===== src/rtl/key_step_conditioner.sv =====
// ---------------------------------------------------------------------------
// key_step_conditioner
//
// Conditions raw, bouncy, active-low pushbuttons for FSMs running on the
// system clock. Each key goes through a two-flop synchronizer and then a
// debouncer. The debouncer accepts a new level only after that level has
// been seen for DEBOUNCE_CYCLES consecutive cycles. Each accepted transition
// drives a registered one-cycle press or release pulse. Downstream logic can
// therefore step exactly once per physical press, and it never needs to use
// a key as a clock.
//
// Optional feature (macro KEY_REPEAT_EN):
//   While a key stays pressed, extra one-cycle press pulses fire
//   REPEAT_DELAY cycles after the accepted press, and then every
//   REPEAT_PERIOD cycles. With the macro undefined, no repeat logic exists
//   and the REPEAT_* parameters have no effect.
//
// Ports:
//   clk           in   system clock; all state changes on its rising edge
//   reset_n       in   synchronous active-low reset
//   key_n         in   [NKEYS] raw asynchronous keys, 0 = pressed
//   key_level     out  [NKEYS] debounced level, 1 = pressed
//   press         out  [NKEYS] one-cycle pulse on accepted press / repeat
//   release_pulse out  [NKEYS] one-cycle pulse on accepted release
//                      (the port is not called "release" because that word
//                      is a reserved keyword)
// ---------------------------------------------------------------------------
module key_step_conditioner #(
  parameter int NKEYS           = 4,
  parameter int DEBOUNCE_CYCLES = 16,
  parameter int CNT_W           = 20,
  parameter int REPEAT_DELAY    = 25000000,
  parameter int REPEAT_PERIOD   = 5000000
) (
  input  logic             clk,
  input  logic             reset_n,
  input  logic [NKEYS-1:0] key_n,
  output logic [NKEYS-1:0] key_level,
  output logic [NKEYS-1:0] press,
  output logic [NKEYS-1:0] release_pulse
);

  localparam logic [CNT_W-1:0] CNT_LAST = CNT_W'(DEBOUNCE_CYCLES - 1);

  // Reject configurations whose terminal count cannot fit in the counter.
  if (DEBOUNCE_CYCLES < 2 || DEBOUNCE_CYCLES > (2 ** CNT_W) - 1) begin : g_bad_debounce_cfg
    $error("key_step_conditioner: DEBOUNCE_CYCLES out of range for CNT_W");
  end

  // Two-stage synchronizer. Both stages reset to "released", so a key held
  // through reset is seen as a fresh press once reset ends.
  logic [NKEYS-1:0] sync_q1_reg;
  logic [NKEYS-1:0] sync_q2_reg;

  always_ff @(posedge clk) begin
    if (!reset_n) begin
      sync_q1_reg <= '1;
      sync_q2_reg <= '1;
    end else begin
      sync_q1_reg <= key_n;
      sync_q2_reg <= sync_q1_reg;
    end
  end

`ifdef KEY_REPEAT_EN
  localparam int REP_MAX = (REPEAT_DELAY > REPEAT_PERIOD) ? REPEAT_DELAY : REPEAT_PERIOD;
  localparam int REP_W   = $clog2(REP_MAX + 1);
  localparam logic [REP_W-1:0] REP_FIRST_LAST  = REP_W'(REPEAT_DELAY - 1);
  localparam logic [REP_W-1:0] REP_PERIOD_LAST = REP_W'(REPEAT_PERIOD - 1);

  if (REPEAT_DELAY < 1 || REPEAT_PERIOD < 1) begin : g_bad_repeat_cfg
    $error("key_step_conditioner: REPEAT_DELAY and REPEAT_PERIOD must be >= 1");
  end
`endif

  for (genvar gi = 0; gi < NKEYS; gi++) begin : g_key
    logic [CNT_W-1:0] count_reg;
    logic             stable_reg;   // 1 = pressed
    logic             press_reg;
    logic             release_reg;
    logic             sample_pressed;
    logic             mismatch;
    logic             accept;
    logic             repeat_fire;

    assign sample_pressed = ~sync_q2_reg[gi];
    assign mismatch       = (sample_pressed != stable_reg);
    // The counter only advances while the sample disagrees with the stable
    // level, so it stops at CNT_LAST and cannot wrap.
    assign accept         = mismatch && (count_reg == CNT_LAST);

`ifdef KEY_REPEAT_EN
    logic [REP_W-1:0] rep_cnt_reg;
    logic             rep_first_done_reg;  // the first (REPEAT_DELAY) repeat has fired

    // When accept is high, the stable level is about to change. Suppressing
    // the repeat on that cycle keeps it from landing on the original press
    // and from appearing right as a release is accepted.
    assign repeat_fire = stable_reg && !accept &&
                         (rep_cnt_reg == (rep_first_done_reg ? REP_PERIOD_LAST : REP_FIRST_LAST));

    always_ff @(posedge clk) begin
      if (!reset_n) begin
        rep_cnt_reg        <= '0;
        rep_first_done_reg <= 1'b0;
      end else if (accept || !stable_reg) begin
        rep_cnt_reg        <= '0;
        rep_first_done_reg <= 1'b0;
      end else if (repeat_fire) begin
        rep_cnt_reg        <= '0;
        rep_first_done_reg <= 1'b1;
      end else begin
        rep_cnt_reg        <= rep_cnt_reg + 1'b1;
      end
    end
`else
    assign repeat_fire = 1'b0;
`endif

    always_ff @(posedge clk) begin
      if (!reset_n) begin
        count_reg   <= '0;
        stable_reg  <= 1'b0;
        press_reg   <= 1'b0;
        release_reg <= 1'b0;
      end else begin
        press_reg   <= (accept && sample_pressed) || repeat_fire;
        release_reg <= accept && !sample_pressed;
        if (!mismatch) begin
          // The sample bounced back to the stable level, so restart the count.
          count_reg <= '0;
        end else if (accept) begin
          stable_reg <= sample_pressed;
          count_reg  <= '0;
        end else begin
          count_reg  <= count_reg + 1'b1;
        end
      end
    end

    assign key_level[gi]     = stable_reg;
    assign press[gi]         = press_reg;
    assign release_pulse[gi] = release_reg;
  end

endmodule


===== config.mk =====
export PLATFORM = sky130hd
export DESIGN_NAME = key_step_conditioner
export DESIGN_NICKNAME = d
export VERILOG_FILES = /design/src/rtl/key_step_conditioner.sv
export SDC_FILE = /design/constraint.sdc
export NUM_CORES = 1
export LEC_CHECK = 0
export BUFFER_PORTS_ARGS = -buffer_cell sky130_fd_sc_hd__buf_2
export CAP_MARGIN = 10
export CORE_UTILIZATION = 55
export DETAILED_ROUTE_END_ITERATION = 8
export PLACE_DENSITY = 0.75
export SLEW_MARGIN = 5
export SYNTH_ARGS = -nofsm -noshare
export SYNTH_HDL_FRONTEND = slang
export SYNTH_SLANG_ARGS = --single-unit

===== constraint.sdc =====
create_clock -name clk -period 2 [get_ports clk]
set_input_delay 0.4 -clock clk [delete_from_list [all_inputs] [get_ports clk]]
set_output_delay 0.4 -clock clk [all_outputs]
set_load 0.05 [all_outputs]

## Yosys cells after proc, flatten, opt, wreduce, memory -nomap -nowiden

Index checks and enable logic that the tools add are counted.

- Add/subtract/negate cells: 4
- Eq/ne operators: 8
- Bitwise operators: 9
- Reduce and logical (&&, ||, !) cells: 20

Operators by type and width:

| operator | count |
|---|---|
| adder 20 x 1 -> 20 bit, second input constant | 4 |
| equality test 20 x 4 -> 1 bit, second input constant | 4 |
| logical AND 1 bit | 12 |
| OR reduction 3 bit | 4 |
| NOT 1 bit | 9 |
| AND reduction 2 bit | 4 |
| != test 1 bit | 4 |

- Bits in registers: 100
- Input bits: 6
- Output and inout port bits: 12
- Word-level logic and storage cells: 59

## Depth between registers and ports, before layout

Gate-level depths: netlist of run 1.

- Depth in word-level cells: 4
- Depth in mapped cells: 6
- Depth with buffers taken out: 5

## Worst setup path after synthesis of run 1

Ideal clock, no wire load.

- Kind: flip-flop to flip-flop
- Start point: register g_key[1].count_reg[8]
- End point: register g_key[1].count_reg[19]
- Library setup time: 0.070 ns
- Arrival time: 1.765 ns
- Required time: 1.930 ns
- Path slack: 0.165 ns
- Cell stages (with the launch flop): 6
- Path buffers: 1
- Period minus slack after synthesis: 1.835 ns
- Cell sequence: dfxtp_1 > nand3_2 > or4_1 > buf_2 > or4_1 > a21oi_1

- Longest elaborated chain between the ends: 3
- Elaborated cells on any way between the ends: 4
- Those cells by class: add/sub: 1; eq/ne: 1; reduce/logical: 2

RTL lines:

| what | RTL line | RTL |
|---|---|---|
| start: declaration | 77 | `logic [CNT_W-1:0] count_reg;` |
| start signal: assignment | 136 | `count_reg <= count_reg + 1'b1;` |
| branches (longest 3 deep; another with adder 20 x 1 -> 20 bit) | -- |  |

Several ways; the timed one is not identified.
A chain may end at the register's enable or synchronous reset.

## Worst setup path after layout of run 1

Same ends and word-level chain as after synthesis.

==> results by group, run 1 <==
STA
  – Fmax: 0.532 GHz
  – Unrepaired setup endpoints after global routing: no
  – Post-route setup slack: roughly 0.12 ns
  – Final Cycle Share: a little over nine tenths
  – Total negative slack: 0 ns
  – Clk_skew: between 0.01 and 0.015 ns
  – Final Hold Violating Endpoints: 0
  – Final setup vio count: 0
  – Tmin final: approximately 1.9 ns
  – Slew headroom: between 70% and 80%
  – Slew of the pin with the lowest slew margin: about 0.37 ns
  – Final Max Slew Viols: 0

Synthesis
  – Sequential-to-total area share from yosys stat: a little under half
  – Mapped Nets: approximately 500
  – Post-synth top area share: about 47%
  – Yosys warning total: 0
  – Synth Cell Area: ~0.0043 sq mm
  – Syn Area/Cell: 8.75 sq um
  – Post-synthesis register bit count: 100
  – Post-synth top area cell: dfxtp_1
  – Library cells used by synthesis: 38
  – Leading post-synthesis cells by cell area: dfxtp_1 47%, xnor2_1 6.5%, nor2_1 5.9%
  – Cell count after synthesis: a little under 500

Die
  – Die height: between 90 and 100 microns
  – Core area: between 0.007 and 0.008 sq mm
  – # IOs: 18
  – Die area: 0.00817 sq mm
  – Rows: 31
  – Initial Utilization: between 50% and 60%
  – Die X-Extent: approximately 90 microns

Drt
  – Final wirelength: ~8000 microns
  – Residual DRC: 0
  – Routed len/inst: 13.5 microns
  – Vias per cell: between 5 and 6
  – Antenna-violating nets left: 0
  – Routed vias: roughly 3,300
  – Initial drt markers: 70
  – TritonRoute pass-1 iters: 4

Global routing
  – Global-route wire length before repair: ~14,000 microns
  – Total gr overflow: 0
  – Vias in the first global route: 3,271
  – Initial antenna violation count: 0
  – Gr usage total: a little over a fifth
  – Largest net degree at the start of global routing: 21

Clocking
  – Clock root buffer: clkbuf_8
  – Clk slew on worst S/H paths: ~0.10 ns
  – Hold Buf Count CTS: 0
  – Num CTS Buffers: 9
  – CTS Sinks: 100
  – Setup bufs post-CTS: 0
  – Clock tree buffer depth: 2
  – Clock Latency Late Sink: around 0.36 ns
  – H-tree levels: 3
  – TritonCTS clock tree: done

Worst setup path
  – Crit end category: register
  – CP max stage delay: approximately 0.59 ns
  – Crit-path max FO: 10
  – Delay-heaviest family, CP: simple AND/OR/NAND/NOR gates
  – Startpoint types: register
  – Max stage delay cell, worst path: or4_4
  – WP buf/inv: 0
  – Worst path arrival time: roughly 2.2 ns
  – CP cell instances: nand3_2 > or4_4 > or4_1 > a21oi_1
  – WP data required: 2.30 ns
  – WS Path Type: reg2reg

Final layout
  – Share of cells above drive strength 1: between 10% and 20%
  – Final std cells w/o fill: slightly above 600
  – Fin nets: 510
  – Max reg flops: 80
  – Synth-to-Final Area Change: 9.67%
  – Filler Cell Count: approximately 610
  – Commonest non-fill, non-tap cell in the layout: dfxtp_1
  – Most frequent cells in the layout: 100 x dfxtp_1, 67 x nor2_1, 32 x xnor2_1, 26 x nand3_1, 26 x nor4_1
  – Diodes inserted: 0
  – Design Area, Final: 0.00471 sq mm
  – Fin util: around 64%

Placed design
  – DP Cell Count: roughly 590
  – GPL Wtd Cong: 0.831
  – I/O Buffers: 17
  – Post-DP HPWL: roughly 5400 microns
  – Placed cell areas: between 0.004 and 0.005 sq mm
  – Pre-CTS setup slack: between 0.02 and 0.03 ns

Power
  – Power per Cell Area: 786 mW/mm^2
  – Leak Pwr: ~1.6 nW
  – IR drop worst, VDD: between 0.0003 and 0.0004 V

Job
  – Maxcap violations: 0

Outcome
  – Outcome: completed

Min path
  – Worst Hold Class: in2reg
kinds of logic after synthesis:
| family | count (synthesis) | synth area share, % |
|---|---|---|
| buf+inv | 48 | 5.42 |
| mux | 1 | 0.233 |
| simple gates | 234 | 28.8 |
| flops | 100 | 46.6 |
| xor+xnor | 55 | 11.2 |
| compound gates | 49 | 6.61 |
| fa+ha+maj | 4 | 1.17 |
report_power, final:
group	total, mW	leakage, nW	switching, mW	internal, mW
logic	0.0448	0.629	0.0278	0.0169
clock network	1.65	0.127	0.693	0.960
registers	2.01	0.807	0.00582	2.00
total	3.70	1.56	0.726	2.98
path summary, 6_finish.rpt:
path                                                          end  depth (start not counted)  slack [ns]                             start
worst max-delay path            g_key[1].count_reg[19]$_SDFF_PP0_                          4        0.12  g_key[1].count_reg[8]$_SDFF_PP0_
worst min-delay path                    sync_q1_reg[0]$_SDFF_PN1_                          2        0.23                          key_n[0]
worst max register to register  g_key[1].count_reg[19]$_SDFF_PP0_                          4        0.12  g_key[1].count_reg[8]$_SDFF_PP0_
worst min register to register          sync_q2_reg[1]$_SDFF_PN1_                          1        0.41         sync_q1_reg[1]$_SDFF_PN1_
cell usage after synthesis:
master,number
mux2i_1,1
o311ai_1,1
or3b_2,1
o211ai_1,2
and3_1,16
xnor2_1,32
nand4b_1,1
o41ai_1,1
dfxtp_1,100
or2_2,1
clkbuf_2,1
buf_2,2
xor2_1,23
nor3_1,5
and4_1,6
ha_1,4
or3_1,15
o31ai_1,5
clkbuf_1,15
a21o_1,1
inv_1,17
o21ai_0,14
nand4_1,23
nand2b_1,10
and4b_2,1
nand3_2,1
or4_1,7
a21oi_1,21
o21bai_1,3
nor4_1,26
o311ai_0,1
nand2_1,25
nor3b_1,1
nor2_1,67
and2_1,1
buf_4,13
nand3_1,26
or3_2,1
layout make-up:
| cell class | instances | area [sq um] | share of cell area [%] |
|---|---|---|---|
| sequential | 100 | 2000 | 42.5 |
| clock buffer | 10 | 128 | 2.71 |
| inverter | 17 | 63.8 | 1.35 |
| tap | 99 | 124 | 2.63 |
| multi-input combinational | 343 | 2080 | 44.2 |
| clock inverter | 6 | 136 | 2.90 |
| timing repair buffer | 29 | 175 | 3.72 |
per-stage QoR:
stage	total power, mW	hold slack (ns)
6_report	3.70	0.225
3_3_place_gp	2.10	0.396
2_1_floorplan	2.08	0.386
4_1_cts	3.72	0.213
5_1_grt	3.82	0.228
3_5_place_dp	2.10	0.399
routing by layer:
| metal | wire length, microns | part of all wire, % | vias up | track usage (%) |
|---|---|---|---|---|
| met2 | 3840 | 47 | 43 | 35.8 |
| met1 | 3960 | 48 | 1564 | 26.9 |
| met5 | 0 | 0 | - | 0 |
| met4 | 172 | 2.1 | 0 | 11.0 |
| li1 | - | - | 1726 | - |
| met3 | 184 | 2.3 | 16 | 3.62 |
what timing repair did:
| item | CTS | global route |
|---|---|---|
| setup endpoints to repair | 0 | 4 |
| gates resized for setup | 0 | 2 |
| endpoints found under the hold margin | 0 | 0 |
Power figures use the tool's default switching activity.
==> run 2, diff against run 1 <==
Settings changed: CORE_ASPECT_RATIO set to 0.5, REMOVE_ABC_BUFFERS set to 1.
==> run 2 against run 1 <==
Cell area is 1.4% higher. Highest routed layer unchanged. Final cell count stayed put. Sequential cell count stayed put. Routed wire length is 5.6% lower. Sequential share of layout area is 0.60 points lower. Power is 2.8% higher. Critical path type unchanged. Clock skew is 0.0063 ns lower. Non-clock buffer count is 3 higher. Register-to-register slack better by 0.02 ns. Core utilization is 0.71 points higher. Combinational power hardly changed. Sequential power hardly changed.
==> results by group, run 2 (same netlist as run 1, synthesis figures left out) <==
Clocking
  – Num CTS Buffers: 9
  – TritonCTS clock tree: done
  – Clk slew on worst S/H paths: ~0.07 ns
  – Setup bufs post-CTS: 0
  – Hold Buf Count CTS: 0
  – Gates resized, CTS repair: 0
  – Clock tree buffer depth: 2
  – Clock Latency Late Sink: 0.34 ns
  – H-tree levels: 3
  – CTS Sinks: 100
  – Clock root buffer: clkbuf_16

Global routing
  – Initial antenna violation count: 0
  – Global-route wire length before repair: between 10,000 and 15,000 microns
  – Largest net degree at the start of global routing: 21
  – Global Route met2 Usage: 33.4%
  – Vias in the first global route: 3,010
  – Gr usage total: between 20% and 30%
  – Met1 Usage GRT: between 20 and 30%
  – GRT Max-Usage Layer: met2
  – Met3 Usage GRT: about 6.3%
  – Total gr overflow: 0

Worst setup path
  – Crit end category: register
  – Critical path startpoint: g_key[0].count_reg[0]$_SDFF_PP0_
  – Worst path arrival time: approximately 2.1 ns
  – WP data required: between 2 and 2.5 ns
  – Crit path capture: g_key[0].count_reg[18]$_SDFF_PP0_
  – Startpoint types: register
  – R2r setup slk: 0.14 ns
  – FF-to-FF End: g_key[0].count_reg[18]$_SDFF_PP0_
  – WS Path Type: reg2reg
  – Crit-path max FO: 5
  – Worst R2R Path Depth: 5
  – R2R Path Start: g_key[0].count_reg[0]$_SDFF_PP0_

Power
  – Reg power frac: 52.7%
  – Switching share of power: 21.0%
  – IR drop worst, VDD: between 0.0004 and 0.0005 V
  – Clock power share: a little under half
  – Comb power frac: 1.2%
  – Power per Cell Area: 796 mW/mm^2
  – Net Sw Power: approximately 800 uW
  – Leak Pwr: 1.60 nW
  – Internal: 3.01 mW

Placed design
  – I/O Buffers: 17
  – GPL Wtd Cong: between 0.8 and 0.9
  – Post-DP HPWL: roughly 5300 microns
  – DP Cell Count: 588

Final layout
  – Most frequent cells in the layout: 100 x dfxtp_1, 67 x nor2_1, 32 x xnor2_1, 26 x nand3_1, 26 x nor4_1
  – Synth-to-Final Area Change: 11.2%
  – Commonest non-fill, non-tap cell in the layout: dfxtp_1
  – Share of cells above drive strength 1: a little under an eighth
  – Fin util: 64.3%
  – Max reg flops: 80
  – Fin nets: 513
  – Final std cells w/o fill: about 600
  – Filler Cell Count: roughly 620
  – Diodes inserted: 0

Job
  – Maxcap violations: 0

Die
  – Core area: 0.00743 sq mm
  – Die area: between 0.008 and 0.009 sq mm
  – Initial Utilization: slightly below 60%
  – Die height: between 60 and 70 microns
  – # IOs: 18
  – Die X-Extent: 127 microns
  – Rows: 22

STA
  – Tmin final: ~1.9 ns
  – Slew headroom: 73.5%
  – Slew of the pin with the lowest slew margin: a little under 0.4 ns
  – Final setup vio count: 0
  – Unrepaired setup endpoints after global routing: no
  – Final Max Slew Viols: 0
  – Clk_skew: 0.00659 ns
  – Fmax: roughly 0.54 GHz
  – Final hold slack: around 0.23 ns
  – Final Hold Violating Endpoints: 0
  – Final Cycle Share: 92.8%

Drt
  – Routed vias: 3,324
  – Final wirelength: ~7700 microns
  – Vias per cell: about 5.5
  – Antenna-violating nets left: 0
  – Initial drt markers: about 230
  – Residual DRC: 0
  – TritonRoute pass-1 iters: 4
  – Routed len/inst: ~13 microns

Min path
  – Worst Hold Class: in2reg
  – Hold path cells: 2

Outcome
  – Outcome: completed
## run 2: cell count changes in the layout (fill, tap and decap cells not counted), moves of 2 or more
cell | before | now
buf_4 | 12 | 15
clkinv_4 | 1 | 3
clkbuf_8 | 9 | 0
bufinv_16 | 4 | 1
clkbuf_16 | 0 | 9
## run 2: stage by stage
stage	setup TNS (ns)	instance area [sq um]	setup slack, ns	total power, mW
5_1_grt	0	4780	0.0356	3.95
3_5_place_dp	0	4460	0.0724	2.10
4_1_cts	0	4770	0.0419	3.85
3_3_place_gp	0	4460	0.106	2.10
6_report	0	4780	0.144	3.81
2_1_floorplan	-21.55	4130	-0.834	2.07
## run 2: layout make-up
cell class / count / area, sq um / share of cell area, %
inverter: 17 / 63.8 / 1.34
clock inverter: 7 / 83.8 / 1.75
sequential: 100 / 2000 / 41.9
multi-input combinational: 343 / 2090 / 43.7
timing repair buffer: 32 / 198 / 4.14
tap: 96 / 120 / 2.51
clock buffer: 9 / 225 / 4.71
## run 2: worst min-delay path by stage
stage / startpoint / endpoint / slack (ns)
2_1_floorplan: sync_q1_reg[0]$_SDFF_PN1_ / sync_q2_reg[0]$_SDFF_PN1_ / 0.39
3_3_place_gp: sync_q1_reg[2]$_SDFF_PN1_ / sync_q2_reg[2]$_SDFF_PN1_ / 0.39
5_1_grt: key_n[2] / sync_q1_reg[2]$_SDFF_PN1_ / 0.22
6_report: key_n[2] / sync_q1_reg[2]$_SDFF_PN1_ / 0.23
4_1_cts: key_n[2] / sync_q1_reg[2]$_SDFF_PN1_ / 0.22
3_5_place_dp: sync_q1_reg[2]$_SDFF_PN1_ / sync_q2_reg[2]$_SDFF_PN1_ / 0.40
## run 2: critical path, stage by stage, from the launching register on
cell and delay [ns]:
dfxtp_1 0.39, ha_2 0.24, nand4_1 0.13, or4_4 0.57
or3_1 0.31, a21oi_1 0.15
## run 2: routing by layer
metal | part of all wire [%] | routed length, microns
met1 | 51 | 3940
met5 | 0 | 0
met4 | 1.0 | 80
met3 | 3.6 | 280
met2 | 44 | 3400
## run 2: power by group through the flow
stage,Clock (mW),Combinational (mW),Sequential (mW)
finish,1.76,0.0446,2.01
detailed placement,0,0.0450,2.05
floorplan,0,0.0214,2.05
global route,1.90,0.0504,2.01
global placement,0,0.0443,2.05
CTS,1.79,0.0453,2.01
==> run 3, diff against run 2 <==
Settings changed: ABC_AREA set to 1, CORE_UTILIZATION 55 to 56, PLACE_DENSITY 0.75 to 0.76, SKIP_CTS_REPAIR_TIMING set to 1.
==> run 3 against run 2 <==
Register-to-register slack gained 0.36 ns. The run now ends with design-rule violations left. Non-clock buffer count is 7 lower. Critical endpoint is now key_level[0]. Highest routed layer unchanged. Clock power is essentially flat. Sequential cell count unchanged.
==> results by group, run 3 <==
Outcome
  – Outcome: finished with violations
  – Failing checks: design-rule violations

Worst setup path
  – WP data required: ~1.6 ns
  – Max stage delay cell, worst path: dfxtp_1
  – CP cell instances: buf_2
  – Startpoint types: register
  – Crit path depth: 1
  – Worst R2R Path Depth: 7
  – Worst path arrival time: around 1.1 ns
  – CP max stage delay: about 0.45 ns
  – Delay-heaviest family, CP: flip-flops
  – WP buf/inv: 1
  – Crit-path max FO: 4
  – WS Path Type: reg2out
  – Crit end category: primary output

Synthesis
  – Yosys warning total: 0
  – Post-synth top area cell: dfxtp_1
  – Sequential-to-total area share from yosys stat: 38.6%
  – Xor/xnor share of the synthesized area: 7.26%
  – Largest family of logic cells by synthesized area: simple AND/OR/NAND/NOR gates
  – Post-synthesis async set-or-reset flop share: 0%
  – Multiplexer area fraction after synthesis: 0%
  – Library cells used by synthesis: 25
  – Post-synth EDFFs: 0
  – Synth Area in Compound Gates: around 3.6%
  – Adder-Cell Fraction of Synth Area: 0.965%
  – Count leader, synth: nor2_1
  – Syn Area/Cell: 6.76 sq um
  – Synth Cell Area: around 0.0052 sq mm
  – Cell count after synthesis: around 770
  – Leading post-synthesis cells by cell area: dfxtp_1 39%, nor2_1 14%, nand2_1 12%
  – Post-synth top area share: about two fifths
  – Post-synthesis register bit count: 100
  – Simple-gate area share of the yosys netlist: between 40% and 50%
  – Synth top cells by count: 187 x nor2_1, 171 x nand2_1, 100 x dfxtp_1
  – Main synth FF type: dfxtp_1

Final layout
  – Max reg flops: 80
  – Most frequent cells in the layout: 187 x nor2_1, 171 x nand2_1, 100 x dfxtp_1, 71 x inv_1, 55 x nand3_1
  – Filler Cell Count: a little under 800
  – Fin util: a little under two thirds
  – Fin nets: between 700 and 800
  – Synth-to-Final Area Change: 8.49%
  – Share of cells above drive strength 1: about an eighth
  – Commonest non-fill, non-tap cell in the layout: nor2_1
  – Diodes inserted: 0
  – Final std cells w/o fill: about 900

Power
  – Comb power frac: under 10%
  – Power per Cell Area: around 680 mW/mm^2
  – Reg power frac: about 53%
  – Internal: between 3 and 4 mW
  – Clock power share: ~46%
  – IR drop worst, VDD: roughly 0.0004 V
  – Leak Pwr: 2.07 nW
  – Switching share of power: between 20% and 30%
  – Net Sw Power: about 800 uW

Global routing
  – Largest net degree at the start of global routing: 18
  – Initial antenna violation count: 0
  – Gr usage total: a little under a quarter
  – Vias in the first global route: roughly 4,300
  – Total gr overflow: 0
  – Global-route wire length before repair: 18,800 microns

Drt
  – Routed vias: roughly 4,500
  – Vias per cell: between 4 and 5
  – Initial drt markers: ~310
  – Antenna-violating nets left: 0
  – Residual DRC: 2
  – TritonRoute pass-1 iters: 7
  – Routed len/inst: 11.5 microns
  – Final wirelength: between 10,000 and 15,000 microns

Min path
  – Worst Hold Class: in2reg
  – Hold path cells: 2

Placed design
  – I/O Buffers: 17
  – GPL Wtd Cong: 0.912
  – DP Cell Count: slightly below 900
  – Post-DP HPWL: 7890 microns

Clocking
  – Clk slew on worst S/H paths: ~0.070 ns
  – Clock tree buffer depth: 2
  – CTS Sinks: 100
  – H-tree levels: 3
  – TritonCTS clock tree: done
  – Clock root buffer: clkbuf_16
  – Clock Latency Late Sink: between 0.3 and 0.4 ns
  – Num CTS Buffers: 9

STA
  – Tmin final: approximately 1.5 ns
  – Total negative slack: 0 ns
  – Final Max Slew Viols: 0
  – Final Cycle Share: 75.4%
  – Final Hold Violating Endpoints: 0
  – Fmax: 0.663 GHz
  – Final setup vio count: 0
  – Unrepaired setup endpoints after global routing: no
  – Clk_skew: 0.00527 ns
  – Slew of the pin with the lowest slew margin: roughly 0.36 ns
  – Slew headroom: about three quarters

Die
  – Core area: between 0.008 and 0.009 sq mm
  – Rows: 24
  – # IOs: 18
  – Die height: 70.0 microns
  – Initial Utilization: 58.5%
  – Die X-Extent: around 140 microns
  – Die area: roughly 0.0097 sq mm

Job
  – Maxcap violations: 0
-- run 3: changes by cell type after synthesis, sizes merged, moves of 16 or more --
cell / previous run / this run
or3: 16 / 0
inv: 17 / 76
and3: 16 / 0
nor2: 67 / 206
xnor2: 32 / 14
nand2: 25 / 180
nor4: 26 / 0
nand3: 27 / 64
-- run 3: final cells by class --
cell class | count | area [sq um] | area share [%]
flip-flops and latches | 100 | 2000 | 35.6
clock inverters | 6 | 68.8 | 1.22
clock buffers | 10 | 229 | 4.07
repair buffers | 25 | 145 | 2.58
well taps | 117 | 146 | 2.60
multi-input cells | 569 | 2750 | 48.9
inverters | 76 | 285 | 5.07
-- run 3: stage by stage --
step	hold WS [ns]	power, mW	instance area, sq um	setup WS (ns)
after floorplan	0.393	2.08	5040	0.444
after global placement	0.397	2.10	5330	0.544
after detailed placement	0.401	2.10	5330	0.491
after CTS	0.229	3.85	5630	0.462
after global routing	0.230	3.95	5630	0.338
final	0.241	3.81	5630	0.493
-- run 3: power groups by stage --
stage,combinational (mW),clock [mW],sequential [mW]
4_1_cts,0.0487,1.80,2.01
5_1_grt,0.0548,1.89,2.01
3_3_place_gp,0.0474,0,2.05
6_report,0.0480,1.75,2.01
3_5_place_dp,0.0484,0,2.05
2_1_floorplan,0.0252,0,2.05
-- run 3: path summary, 6_finish.rpt --
path                                     from                           endpoint  slack [ns]
max          g_key[0].stable_reg$_SDFFE_PN0P_                       key_level[0]        0.49
max reg2reg  g_key[2].count_reg[0]$_SDFF_PP0_  g_key[2].count_reg[13]$_SDFF_PP0_        0.50
min                                  key_n[3]          sync_q1_reg[3]$_SDFF_PN1_        0.24
min reg2reg         sync_q1_reg[1]$_SDFF_PN1_          sync_q2_reg[1]$_SDFF_PN1_        0.41
-- run 3: kinds of logic (layout without fill, tap and decap cells) --
family / Yosys count / count (layout)
buf+inv: 98 / 117
simple gates: 485 / 485
fa+ha+maj: 4 / 4
xor+xnor: 43 / 43
compound gates: 37 / 37
flops: 100 / 100
-- run 3: metal layers --
layer	global-route usage [%]	up-vias	part of all wire (%)
met1	30.8	2011	49
met3	6.45	7	5.0
met2	39.4	84	45
li1	-	2411	-
met5	0	-	0
met4	6.99	0	0.60
